--- src/rtl/musb_mem_port_responder_pkg.sv ---
// rtl/musb_mem_port_responder_pkg.sv - shared FSM encodings, limits and address helper
// Imported by the memory-port responder.
package musb_mem_port_responder_pkg;

    typedef enum logic [2:0] {
        ST_IDLE   = 3'd0,
        ST_WAIT   = 3'd1,
        ST_ACCESS = 3'd2,
        ST_READ   = 3'd3,
        ST_RESP   = 3'd4,
        ST_ERR    = 3'd5
    } state_t;

    localparam int WAIT_STATES_MAX = 15;
    localparam int WAIT_CNT_W      = 4;

    // 33-bit span so a region covering the full 32-bit space still compares correctly.
    function automatic logic addr_in_range(input logic [31:0] addr,
                                           input logic [31:0] base,
                                           input int unsigned aw);
        logic [31:0] offset;
        logic [32:0] span;
        offset = addr - base;
        span   = 33'd1 << (aw + 2);
        return ({1'b0, offset} < span);
    endfunction

endpackage

--- src/rtl/musb_mem_port_responder.sv ---
// rtl/musb_mem_port_responder.sv - bus-port to single-port SRAM responder with wait states
// Range check, optional wait states, one-cycle SRAM strobe, registered ready/error.
module musb_mem_port_responder
    import musb_mem_port_responder_pkg::*;
#(
    parameter int          ADDR_WIDTH  = 10,
    parameter logic [31:0] BASE_ADDR   = 32'h0000_0000,
    parameter int          WAIT_STATES = 0
) (
    input  logic                  clk,
    input  logic                  rst,
    input  logic [31:0]           port_address,
    input  logic [31:0]           port_data_i,
    input  logic [3:0]            port_wr,
    input  logic                  port_enable,
    output logic [31:0]           port_data_o,
    output logic                  port_ready,
    output logic                  port_error,
    output logic                  sram_en,
    output logic [3:0]            sram_we,
    output logic [ADDR_WIDTH-1:0] sram_addr,
    output logic [31:0]           sram_wdata,
    input  logic [31:0]           sram_rdata
);

    localparam logic [WAIT_CNT_W-1:0] WAIT_INIT = WAIT_CNT_W'(WAIT_STATES);

    state_t                  state;
    logic [WAIT_CNT_W-1:0]   wait_cnt;
    logic [ADDR_WIDTH-1:0]   req_word;
    logic [3:0]              req_wr;
    logic [31:0]             req_data;
    logic                    in_range;

    assign in_range = addr_in_range(port_address, BASE_ADDR, ADDR_WIDTH);

    // SRAM side is decoded from state so reset removes the strobe without a clock edge.
    assign sram_en    = (state == ST_ACCESS);
    assign sram_we    = sram_en ? req_wr   : 4'b0000;
    assign sram_addr  = sram_en ? req_word : '0;
    assign sram_wdata = sram_en ? req_data : 32'h0;

    always_ff @(posedge clk or negedge rst) begin
        if (!rst) begin
            state       <= ST_IDLE;
            wait_cnt    <= '0;
            req_word    <= '0;
            req_wr      <= 4'b0000;
            req_data    <= 32'h0;
            port_data_o <= 32'h0;
            port_ready  <= 1'b0;
            port_error  <= 1'b0;
        end else begin
            case (state)
                ST_IDLE: begin
                    if (port_enable) begin
                        req_word <= port_address[ADDR_WIDTH+1:2];
                        req_wr   <= port_wr;
                        req_data <= port_data_i;
                        wait_cnt <= WAIT_INIT;
                        if (!in_range) begin
                            state      <= ST_ERR;
                            port_error <= 1'b1;
                        end else if (WAIT_STATES > 0) begin
                            state <= ST_WAIT;
                        end else begin
                            state <= ST_ACCESS;
                        end
                    end
                end
                ST_WAIT: begin
                    wait_cnt <= wait_cnt - 1'b1;
                    if (!port_enable) begin
                        state <= ST_IDLE;
                    end else if (wait_cnt == WAIT_CNT_W'(1)) begin
                        state <= ST_ACCESS;
                    end
                end
                ST_ACCESS: begin
                    if (req_wr != 4'b0000) begin
                        state      <= ST_RESP;
                        port_ready <= 1'b1;
                    end else begin
                        state <= ST_READ;
                    end
                end
                ST_READ: begin
                    port_data_o <= sram_rdata;
                    port_ready  <= 1'b1;
                    state       <= ST_RESP;
                end
                ST_RESP: begin
                    if (!port_enable) begin
                        port_ready <= 1'b0;
                        state      <= ST_IDLE;
                    end
                end
                ST_ERR: begin
                    if (!port_enable) begin
                        port_error <= 1'b0;
                        state      <= ST_IDLE;
                    end
                end
                default: state <= ST_IDLE;
            endcase
        end
    end

endmodule

--- config.mk ---
export PLATFORM = sky130hd
export DESIGN_NAME = musb_mem_port_responder
export DESIGN_NICKNAME = d
export VERILOG_FILES = /design/src/rtl/musb_mem_port_responder_pkg.sv /design/src/rtl/musb_mem_port_responder.sv
export SDC_FILE = /design/constraint.sdc
export NUM_CORES = 1
export LEC_CHECK = 0
export ABC_CLOCK_PERIOD_IN_PS = 5350
export CORE_ASPECT_RATIO = 0.7
export CORE_MARGIN = 1
export CORE_UTILIZATION = 35
export CTS_CLUSTER_SIZE = 8
export DETAILED_ROUTE_END_ITERATION = 16
export GPL_TIMING_DRIVEN = 0
export HOLD_SLACK_MARGIN = 0.08
export PLACE_DENSITY = 0.66
export REMOVE_ABC_BUFFERS = 1
export SLEW_MARGIN = 15
export SYNTH_ARGS = -nofsm -noshare
export SYNTH_HDL_FRONTEND = slang
export SYNTH_SLANG_ARGS = --single-unit
export TNS_END_PERCENT = 5
--- constraint.sdc ---
create_clock -name clk -period 5.35 [get_ports clk]
set_input_delay 1.605 -clock clk [delete_from_list [all_inputs] [get_ports clk]]
set_output_delay 1.605 -clock clk [all_outputs]
set_load 0.03 [all_outputs]
* Yosys cells after proc, flatten, opt, wreduce, memory -nomap -nowiden
Index checks and enable logic that the tools add are counted.
Word-level totals: register bits after elaboration 87, input bits 103, logic and storage cells 52
Operators by class: add/subtract/negate cells 1, order comparisons 1, eq/ne operators 13, mux-type cells 18, reduce and logical (&&, ||, !) cells 11
Operator list (number):
- 32-bit by 13-bit less-than comparator with 1-bit output (second input constant) | 1
- 32-bit two-way mux | 1
- 3-bit two-way mux | 6
- 3-bit case mux with 5 select lines | 1
- 10-bit two-way mux | 1
- 2-bit != test (second input constant) | 5
- 4-bit two-way mux | 2
- 4-bit case mux with 2 select lines | 1
- 3-bit by 2-bit == test with 1-bit output (second input constant) | 2
- 3-bit == test (second input constant) | 2
- 3-bit AND reduction | 2
- 4-bit by 1-bit == test with 1-bit output (second input constant) | 1
- 1-bit two-way mux | 4
- 2-bit AND reduction | 2
- 4-bit AND reduction | 1
- 2-bit nonzero test | 2
- 4-bit nonzero test | 1
- 4-bit by 1-bit subtractor with 4-bit output (second input constant) | 1
- 3-bit by 1-bit == test with 1-bit output (second input constant) | 1
- 3-bit zero test | 1
- 3-bit != test (second input constant) | 1
- 1-bit case mux with 3 select lines | 1
- 3-bit nonzero test | 1
- 2-bit by 1-bit != test with 1-bit output (second input constant) | 1
- 2 further kinds | 2

* Longest topological paths before layout
Gate-level depths: netlist (run 1).
word-level depth 4, mapped depth 6, mapped depth without buffers 6

* Worst setup path after synthesis (run 1)
OpenSTA, ideal clock, no wires.
path type reg2out, start point reg state[2], end point out sram_wdata[22], arrival time 1.537 ns, required time 3.745 ns, path slack 2.208 ns, stages on the path, launching flop included 5, path through dfrtp_1 buf_2 nor3b_2 clkbuf_1 and2_1
Between the ends: word-level cells in the longest chain between the ends 2
Ends and longest elaborated chain:
- start, declared | line musb_mem_port_responder.sv:28 | state_t state;
- start signal, assigned | line musb_mem_port_responder.sv:45 | state <= ST_IDLE;
- start signal, assigned | line musb_mem_port_responder.sv:62 | state <= ST_ERR;
- start signal, assigned | line musb_mem_port_responder.sv:65 | state <= ST_WAIT;
- 3-bit by 2-bit == test with 1-bit output | line musb_mem_port_responder.sv:38 | assign sram_en = (state == ST_ACCESS);
- via sram_en | line musb_mem_port_responder.sv:19 | output logic sram_en,
- 32-bit two-way mux | line musb_mem_port_responder.sv:41 | assign sram_wdata = sram_en ? req_data : 32'h0;
- end, declared | line musb_mem_port_responder.sv:22 | output logic [31:0] sram_wdata,
The timed path passes the listed nets, and every way through them passes these cells.

* Worst setup path in the final report (run 1)
start point reg state[1], end point out sram_wdata[13]
Between the ends: word-level cells in the longest chain between the ends 2
Ends and longest elaborated chain (line):
- 3-bit by 2-bit == test with 1-bit output | musb_mem_port_responder.sv:38
- 32-bit two-way mux | musb_mem_port_responder.sv:41
Every way passes these cells.

==> results of run 1 <==
[registers in the layout, indices dropped and copies added, names as in the netlist]
name and count:
port_data_o 32, port_error 1, port_ready 1, req_data 32, req_word 10, req_wr 4
state 3, wait_cnt 4
[power by group]
part           switching [uW]  leakage [uW]  total (uW)  internal, uW
Combinational             417       0.00142        1000           583
Sequential                163       0.00103        1100           938
Clock                     241      0.000146         613           372
[cell type report]
| type | count | area (sq um) | share of cell area |
|---|---|---|---|
| Clock buffer | 12 | 246 | 0.0397 |
| Clock inverter | 4 | 45.0 | 0.00725 |
| Inverter | 5 | 18.8 | 0.00302 |
| Multi-Input combinational cell | 174 | 1630 | 0.263 |
| Sequential cell | 87 | 2180 | 0.350 |
| Tap cell | 148 | 185 | 0.0298 |
| Timing Repair Buffer | 186 | 1910 | 0.307 |
[logic make-up after synthesis]
group / after synthesis
buf+inv: 20
mux: 79
fa+ha+maj: 2
compound gates: 18
flops: 87
simple gates: 75
[synthesized netlist by cell type (3+ instances only)]
cell type,count,area share
sky130_fd_sc_hd__buf_6,5,0.014
sky130_fd_sc_hd__and2_1,47,0.075
sky130_fd_sc_hd__a21oi_1,4,0.0051
sky130_fd_sc_hd__nand2_1,10,0.0096
sky130_fd_sc_hd__buf_2,5,0.0064
sky130_fd_sc_hd__clkbuf_1,5,0.0048
sky130_fd_sc_hd__o211ai_1,3,0.0058
sky130_fd_sc_hd__inv_1,4,0.0038
sky130_fd_sc_hd__dfrtp_1,87,0.56
sky130_fd_sc_hd__mux2_2,38,0.11
sky130_fd_sc_hd__o21ai_0,7,0.0090
sky130_fd_sc_hd__nor4_1,7,0.011
sky130_fd_sc_hd__mux2_4,40,0.15
sky130_fd_sc_hd__nand3_1,3,0.0038
[critical path, stage by stage, from the launching register on]
cell and delay (ns):
sky130_fd_sc_hd__dfrtp_1 0.57, sky130_fd_sc_hd__nor3b_4 0.55, sky130_fd_sc_hd__buf_8 0.23, sky130_fd_sc_hd__buf_6 0.17, sky130_fd_sc_hd__and2_1 0.14, sky130_fd_sc_hd__clkdlybuf4s50_1 0.69
[cell usage in the layout (no fill, tap or decap), types with 3 or more instances in the layout]
| cell | count |
|---|---|
| sky130_fd_sc_hd__clkdlybuf4s50_1 | 180 |
| sky130_fd_sc_hd__dfrtp_1 | 87 |
| sky130_fd_sc_hd__and2_1 | 47 |
| sky130_fd_sc_hd__mux2_4 | 40 |
| sky130_fd_sc_hd__mux2_2 | 38 |
| sky130_fd_sc_hd__nand2_1 | 10 |
| sky130_fd_sc_hd__clkbuf_16 | 9 |
| sky130_fd_sc_hd__nor4_1 | 7 |
| sky130_fd_sc_hd__o21ai_0 | 7 |
| sky130_fd_sc_hd__inv_1 | 4 |
| sky130_fd_sc_hd__a21oi_1 | 4 |
| sky130_fd_sc_hd__o211ai_1 | 3 |
| sky130_fd_sc_hd__clkinv_2 | 3 |
[metrics by stage]
step | cell area [sq um] | cells | total power, uW
3_3_place_gp | 5810 | 595 | 2090
6_report | 6210 | 616 | 2720
2_1_floorplan | 3810 | 266 | 1730
5_1_grt | 6210 | 616 | 2860
4_1_cts | 6210 | 616 | 2750
3_5_place_dp | 5920 | 600 | 2110
[metal layers]
metal	share of wire	routed length (um)	GRT usage
met3	0.076	716	0.0634
met4	0.0072	68	0.0510
met5	0	0	0
met1	0.46	4310	0.219
met2	0.46	4290	0.251
[final timing paths]
path	from	to	slack, ns	cells after the start
max	state[1]$_DFFE_PN0P_	sram_wdata[13]	1.06	5
max in group asynchronous	rst	port_data_o[22]$_DFFE_PN0N_	3.45	2
min	req_word[6]$_DFFE_PN0P_	req_word[6]$_DFFE_PN0P_	0.50	1
min reg2reg	req_word[6]$_DFFE_PN0P_	req_word[6]$_DFFE_PN0P_	0.50	1
min in group asynchronous	rst	req_data[21]$_DFFE_PN0P_	1.28	1
max reg2reg	state[2]$_DFFE_PN0P_	req_data[30]$_DFFE_PN0P_	3.20	4
==> metrics.cfg, run 1 <==
[synthesis]
synth_compound_area_frac=0.0278
synth_async_sr_flop_share=1.00
yosys.area_share.xor_xnor=0
postSynthCellCount=281
largest_family_of_logic_cells_by_synthesized_area=multiplexers
yosysUniqueCellTypes=27
ys_dominant_reg_cell=sky130_fd_sc_hd__dfrtp_1
synth.area.mux_share=0.266
synth-seq-area-share=0.557
synthAdderAreaFrac=0.00640
synth_enable_flop_cells=0
netlist_area_sq_um=3910
synth_warnings=0
synth_area_per_cell_sq_um=13.9
yosys.area_share.simple=0.113
ys_ff_latch=87

[cts]
clock_path_buffers=2
clock_buffers_created_by_tritoncts=9
insertion_delay_ns=0.34
postCtsResizedCells=0
cts_post_setup_buffers_inserted=0
h-tree-depth=3
cts.clk_slew.worst_paths_ns=0.06
cts-hold-fix-buffers=0
root_buffer=sky130_fd_sc_hd__clkbuf_16
clock_sinks=87
tritoncts=yes

[global_route]
grt_start_max_net_pins=46
grt-ovfl-total=0
grt_first_pass_wirelength_um=14900
grt_use_total=0.166
antenna_found_initial=0
grt_pass1_vias=2902

[pwr]
leakagePower_uw=0.00260
vdd_ir_drop_max_uv=268
power.density_nw_per_um2=437

[cells_and_area]
final_core_utilization=0.587
fill_cells=870
design.final.nets=568
insertedDiodeCount=0
area_growth_syn_to_layout_pct=58.9
post_route_cells_drive_above_1_share=0.220

[timing]
final-max-slew-violation-count=0
max_slew.worst_pin.slew_ns=0.593
timing_hold_violations_final=0
hold_ws_ns=0.498
maxClockFrequency_mhz=233
layout_min_cycle_time_ns=4.29
grt_setup_unrepaired=false
fin_skew_ns=0.00720
postLayoutSetupSlackWorst_ns=1.06
setup_viol=0
max-slew-margin-rel=0.604
min_period_over_period=0.801
finalSetupTns_ns=0

[placement]
io_buffers=181
routabilityCongestion=0.804
dp_worst_setup_slack_ns=1.41
detailedPlacementHpwl_um=6940

[flow_run]
cap_violations=0

[detailed_routing]
detail_route.first_pass.iterations=4
drt-vias-per-instance=4.50
drt_drc_violations_left=0
detail_route.wirelength_um=9380
count_of_nets_left_with_antenna_violations_after_detail_routing=0
drtIter0Drc=91
avgRoutedWirePerCell_um=15.2
via_total_after_detailed_routing=2771

[floorplanning]
core_area_sq_um=10600
die_y_um=90.4
placement_rows=31
die_area_sq_um=11600
boundaryPins=184
die_w_um=128
initial_util=0.369

[run_status]
run_status=completed

[critical_path]
worst_ep_required_time_ns=3.74
cp-start-kind=register
crit_arrival_ns=2.68
crit_path_end_kind=output pin
cp_max_fo=21
path_class=register to output pin

[min_path]
timing.hold.worst.class=register to register

Power figures use the tool's default switching activity.
==> inputs of run 2 (changes only) <==
--- a/config.mk
+++ b/config.mk
@@ -5,7 +5,7 @@
 export SDC_FILE = /design/constraint.sdc
 export NUM_CORES = 1
 export LEC_CHECK = 0
-export ABC_CLOCK_PERIOD_IN_PS = 5350
+export ABC_CLOCK_PERIOD_IN_PS = 3800
 export CORE_ASPECT_RATIO = 0.7
 export CORE_MARGIN = 1
 export CORE_UTILIZATION = 35
@@ -13,7 +13,7 @@
 export DETAILED_ROUTE_END_ITERATION = 16
 export GPL_TIMING_DRIVEN = 0
 export HOLD_SLACK_MARGIN = 0.08
-export PLACE_DENSITY = 0.66
+export PLACE_DENSITY = 0.69
 export REMOVE_ABC_BUFFERS = 1
 export SLEW_MARGIN = 15
 export SYNTH_ARGS = -nofsm -noshare
==> constraint.sdc (replaced) <==
create_clock -name clk -period 3.8 [get_ports clk]
set_input_delay 1.14 -clock clk [delete_from_list [all_inputs] [get_ports clk]]
set_output_delay 1.14 -clock clk [all_outputs]
set_load 0.03 [all_outputs]
==> run 2 against run 1 <==
Effect of this change: die area unchanged; sequential power up 41%; sequential share of layout area down 0.077 points; largest cell class unchanged; via count up 2.2%; first-iteration DRC count up 43%; critical path type unchanged.
==> metrics.cfg, run 2 (synthesis results as in run 1) <==
[run_status]
run_status=completed

[cts]
clock_path_buffers=2  ; unchanged
clock_buffers_created_by_tritoncts=9  ; unchanged
root_buffer=sky130_fd_sc_hd__clkbuf_16
cts-hold-fix-buffers=0  ; unchanged
insertion_delay_ns=0.33  ; about the same
h-tree-depth=3  ; unchanged
clock_sinks=87  ; unchanged
cts.clk_slew.worst_paths_ns=0.06  ; about the same
postCtsResizedCells=0  ; unchanged
cts_post_setup_buffers_inserted=0  ; unchanged
tritoncts=yes

[critical_path]
worst_ep_required_time_ns=2.66  ; -1.08 ns
r2r_cells=4  ; unchanged
worst_path_max_delay_cell=sky130_fd_sc_hd__clkdlybuf4s50_1
count_of_buffer_and_inverter_cells_on_the_critical_path=2  ; -1
path_class=register to output pin
critical_path.reg2reg.startpoint=state[2]$_DFFE_PN0P_
critical_path_depth_in_cells=4  ; -1
worst_reg2reg_path_endpoint=req_wr[2]$_DFFE_PN0P_
crit_end=sram_wdata[13]
critical_path.startpoint=state[1]$_DFFE_PN0P_
worstPathCellList=nor3b_4 > buf_6 > and2_1 > clkdlybuf4s50_1
cp-start-kind=register
timing.critical_path.slowest_cell_delay_ns=0.70  ; about the same
crit_path_end_kind=output pin
cpLargestDelayFamily=buffers and inverters
crit_arrival_ns=2.49  ; -0.19 ns
reg2reg_slack_ns=1.69  ; -1.51 ns
cp_max_fo=15  ; -29%

[timing]
final-max-slew-violation-count=0  ; unchanged
finalSetupTns_ns=0  ; unchanged
hold_ws_ns=0.500  ; +0.00170 ns
max_slew.worst_pin.slew_ns=0.539  ; -0.0541 ns
fin_skew_ns=0.00608  ; -0.00112 ns
grt_setup_unrepaired=false
max-slew-margin-rel=0.641  ; +0.0361
layout_min_cycle_time_ns=3.63
timing_hold_violations_final=0  ; unchanged
min_period_over_period=0.955
setup_viol=0  ; unchanged
postLayoutSetupSlackWorst_ns=0.170  ; -0.893 ns
maxClockFrequency_mhz=275

[floorplanning]
boundaryPins=184  ; unchanged
initial_util=0.369  ; unchanged
die_area_sq_um=11600  ; unchanged
core_area_sq_um=10600  ; unchanged
die_y_um=90.4  ; unchanged
placement_rows=31  ; unchanged
die_w_um=128  ; unchanged

[pwr]
power.switching_uw=1160  ; +42%
share_of_total_power_in_combinational_logic=0.363  ; -0.005
swShare=0.299  ; -0.00362
total_power_uw=3890  ; +43%
power.density_nw_per_um2=625  ; +43%
vdd_ir_drop_max_uv=315  ; +18%
leakagePower_uw=0.00260  ; +0.22%
cell_int_power_uw=2730  ; +44%
clockPowerShare=0.240  ; +0.014
share_of_total_power_in_sequential_cells=0.398  ; -0.008

[detailed_routing]
detail_route.first_pass.iterations=4  ; unchanged
avgRoutedWirePerCell_um=15.4  ; +1.2%
count_of_nets_left_with_antenna_violations_after_detail_routing=0  ; unchanged
drt-vias-per-instance=4.60  ; +2.3%
via_total_after_detailed_routing=2831  ; +2.2%
drtIter0Drc=130  ; +43%
detail_route.wirelength_um=9470  ; +0.99%
drt_drc_violations_left=0  ; unchanged

[cells_and_area]
area_growth_syn_to_layout_pct=59.2
reg_top3=port_data_o (32), req_data (32), req_word (10)
seq_area_sq_um=2180  ; unchanged
post_route_cells_drive_above_1_share=0.221  ; +0.000471
final_cell_mix=180 x sky130_fd_sc_hd__clkdlybuf4s50_1, 87 x sky130_fd_sc_hd__dfrtp_1, 47 x sky130_fd_sc_hd__and2_1
area_of_combinational_cells_with_multiple_inputs_sq_um=1630  ; unchanged
leading_cell_type_in_the_layout_fill_and_taps_excluded=sky130_fd_sc_hd__clkdlybuf4s50_1
insertedDiodeCount=0  ; unchanged
design.final.nets=568  ; unchanged
fill_cells=884  ; +1.6%

[global_route]
grt_first_pass_wirelength_um=15300  ; +2.7%
grt-ovfl-total=0  ; unchanged
grt_use_total=0.170  ; +0.00444
antenna_found_initial=0  ; unchanged
grt_start_max_net_pins=49  ; +6.5%
grt_pass1_vias=2974  ; +2.5%

[placement]
routabilityCongestion=0.782  ; -2.8%
detailedPlacementHpwl_um=6860  ; -1.1%
io_buffers=181  ; unchanged
dp_worst_setup_slack_ns=0.516  ; -0.889 ns

[flow_run]
cap_violations=0  ; unchanged

[min_path]
holdCritStartpoint=req_data[14]$_DFFE_PN0P_
timing.hold.worst.class=register to register

[run 2: area by class of cell]
type,count,area share
clock inverter,4,0.0112
sequential,87,0.350
timing repair buffer,186,0.306
inverter,5,0.00301
clock buffer,11,0.0390
tap,148,0.0297
multi-input combinational,174,0.262
[run 2: metrics by stage]
stage	instance area, sq um	instances	util
global route	6230	615	0.588
floorplan	3810	266	-
CTS	6230	615	0.588
detailed placement	5920	600	0.559
global placement	5810	595	0.549
finish	6230	615	0.588
[run 2: worst register-to-register path, stage by stage, from the launching register on]
cell and delay (ns):
sky130_fd_sc_hd__dfrtp_1 0.51, sky130_fd_sc_hd__nor2_1 0.31, sky130_fd_sc_hd__and3_4 0.53, sky130_fd_sc_hd__buf_12 0.28, sky130_fd_sc_hd__mux2_2 0.37
[run 2: metal layers]
metal / up-vias / GRT usage / part of all wire / wire (um)
met5: - / 0 / 0 / 0
met4: 0 / 0.0471 / 0.011 / 107
met3: 8 / 0.0610 / 0.071 / 673
met2: 91 / 0.266 / 0.46 / 4400
met1: 1400 / 0.222 / 0.45 / 4300
li1: 1332 / - / - / -
[run 2: power groups by stage]
stage,Clock [uW],Combinational [uW],Sequential (uW)
after floorplan,0,706,1740
after global placement,0,1410,1540
after detailed placement,0,1420,1560
after CTS,965,1430,1550
after global routing,996,1500,1610
final,933,1410,1550
[run 2: how the worst min path moves through the flow]
| stage | end | cells after the start |
|---|---|---|
| 3_5_place_dp | req_word[9]$_DFFE_PN0P_ | 1 |
| 3_3_place_gp | req_data[30]$_DFFE_PN0P_ | 1 |
| 6_report | req_data[14]$_DFFE_PN0P_ | 1 |
| 5_1_grt | req_data[4]$_DFFE_PN0P_ | 1 |
| 4_1_cts | req_data[14]$_DFFE_PN0P_ | 1 |
| 2_1_floorplan | wait_cnt[1]$_DFFE_PN0P_ | 2 |
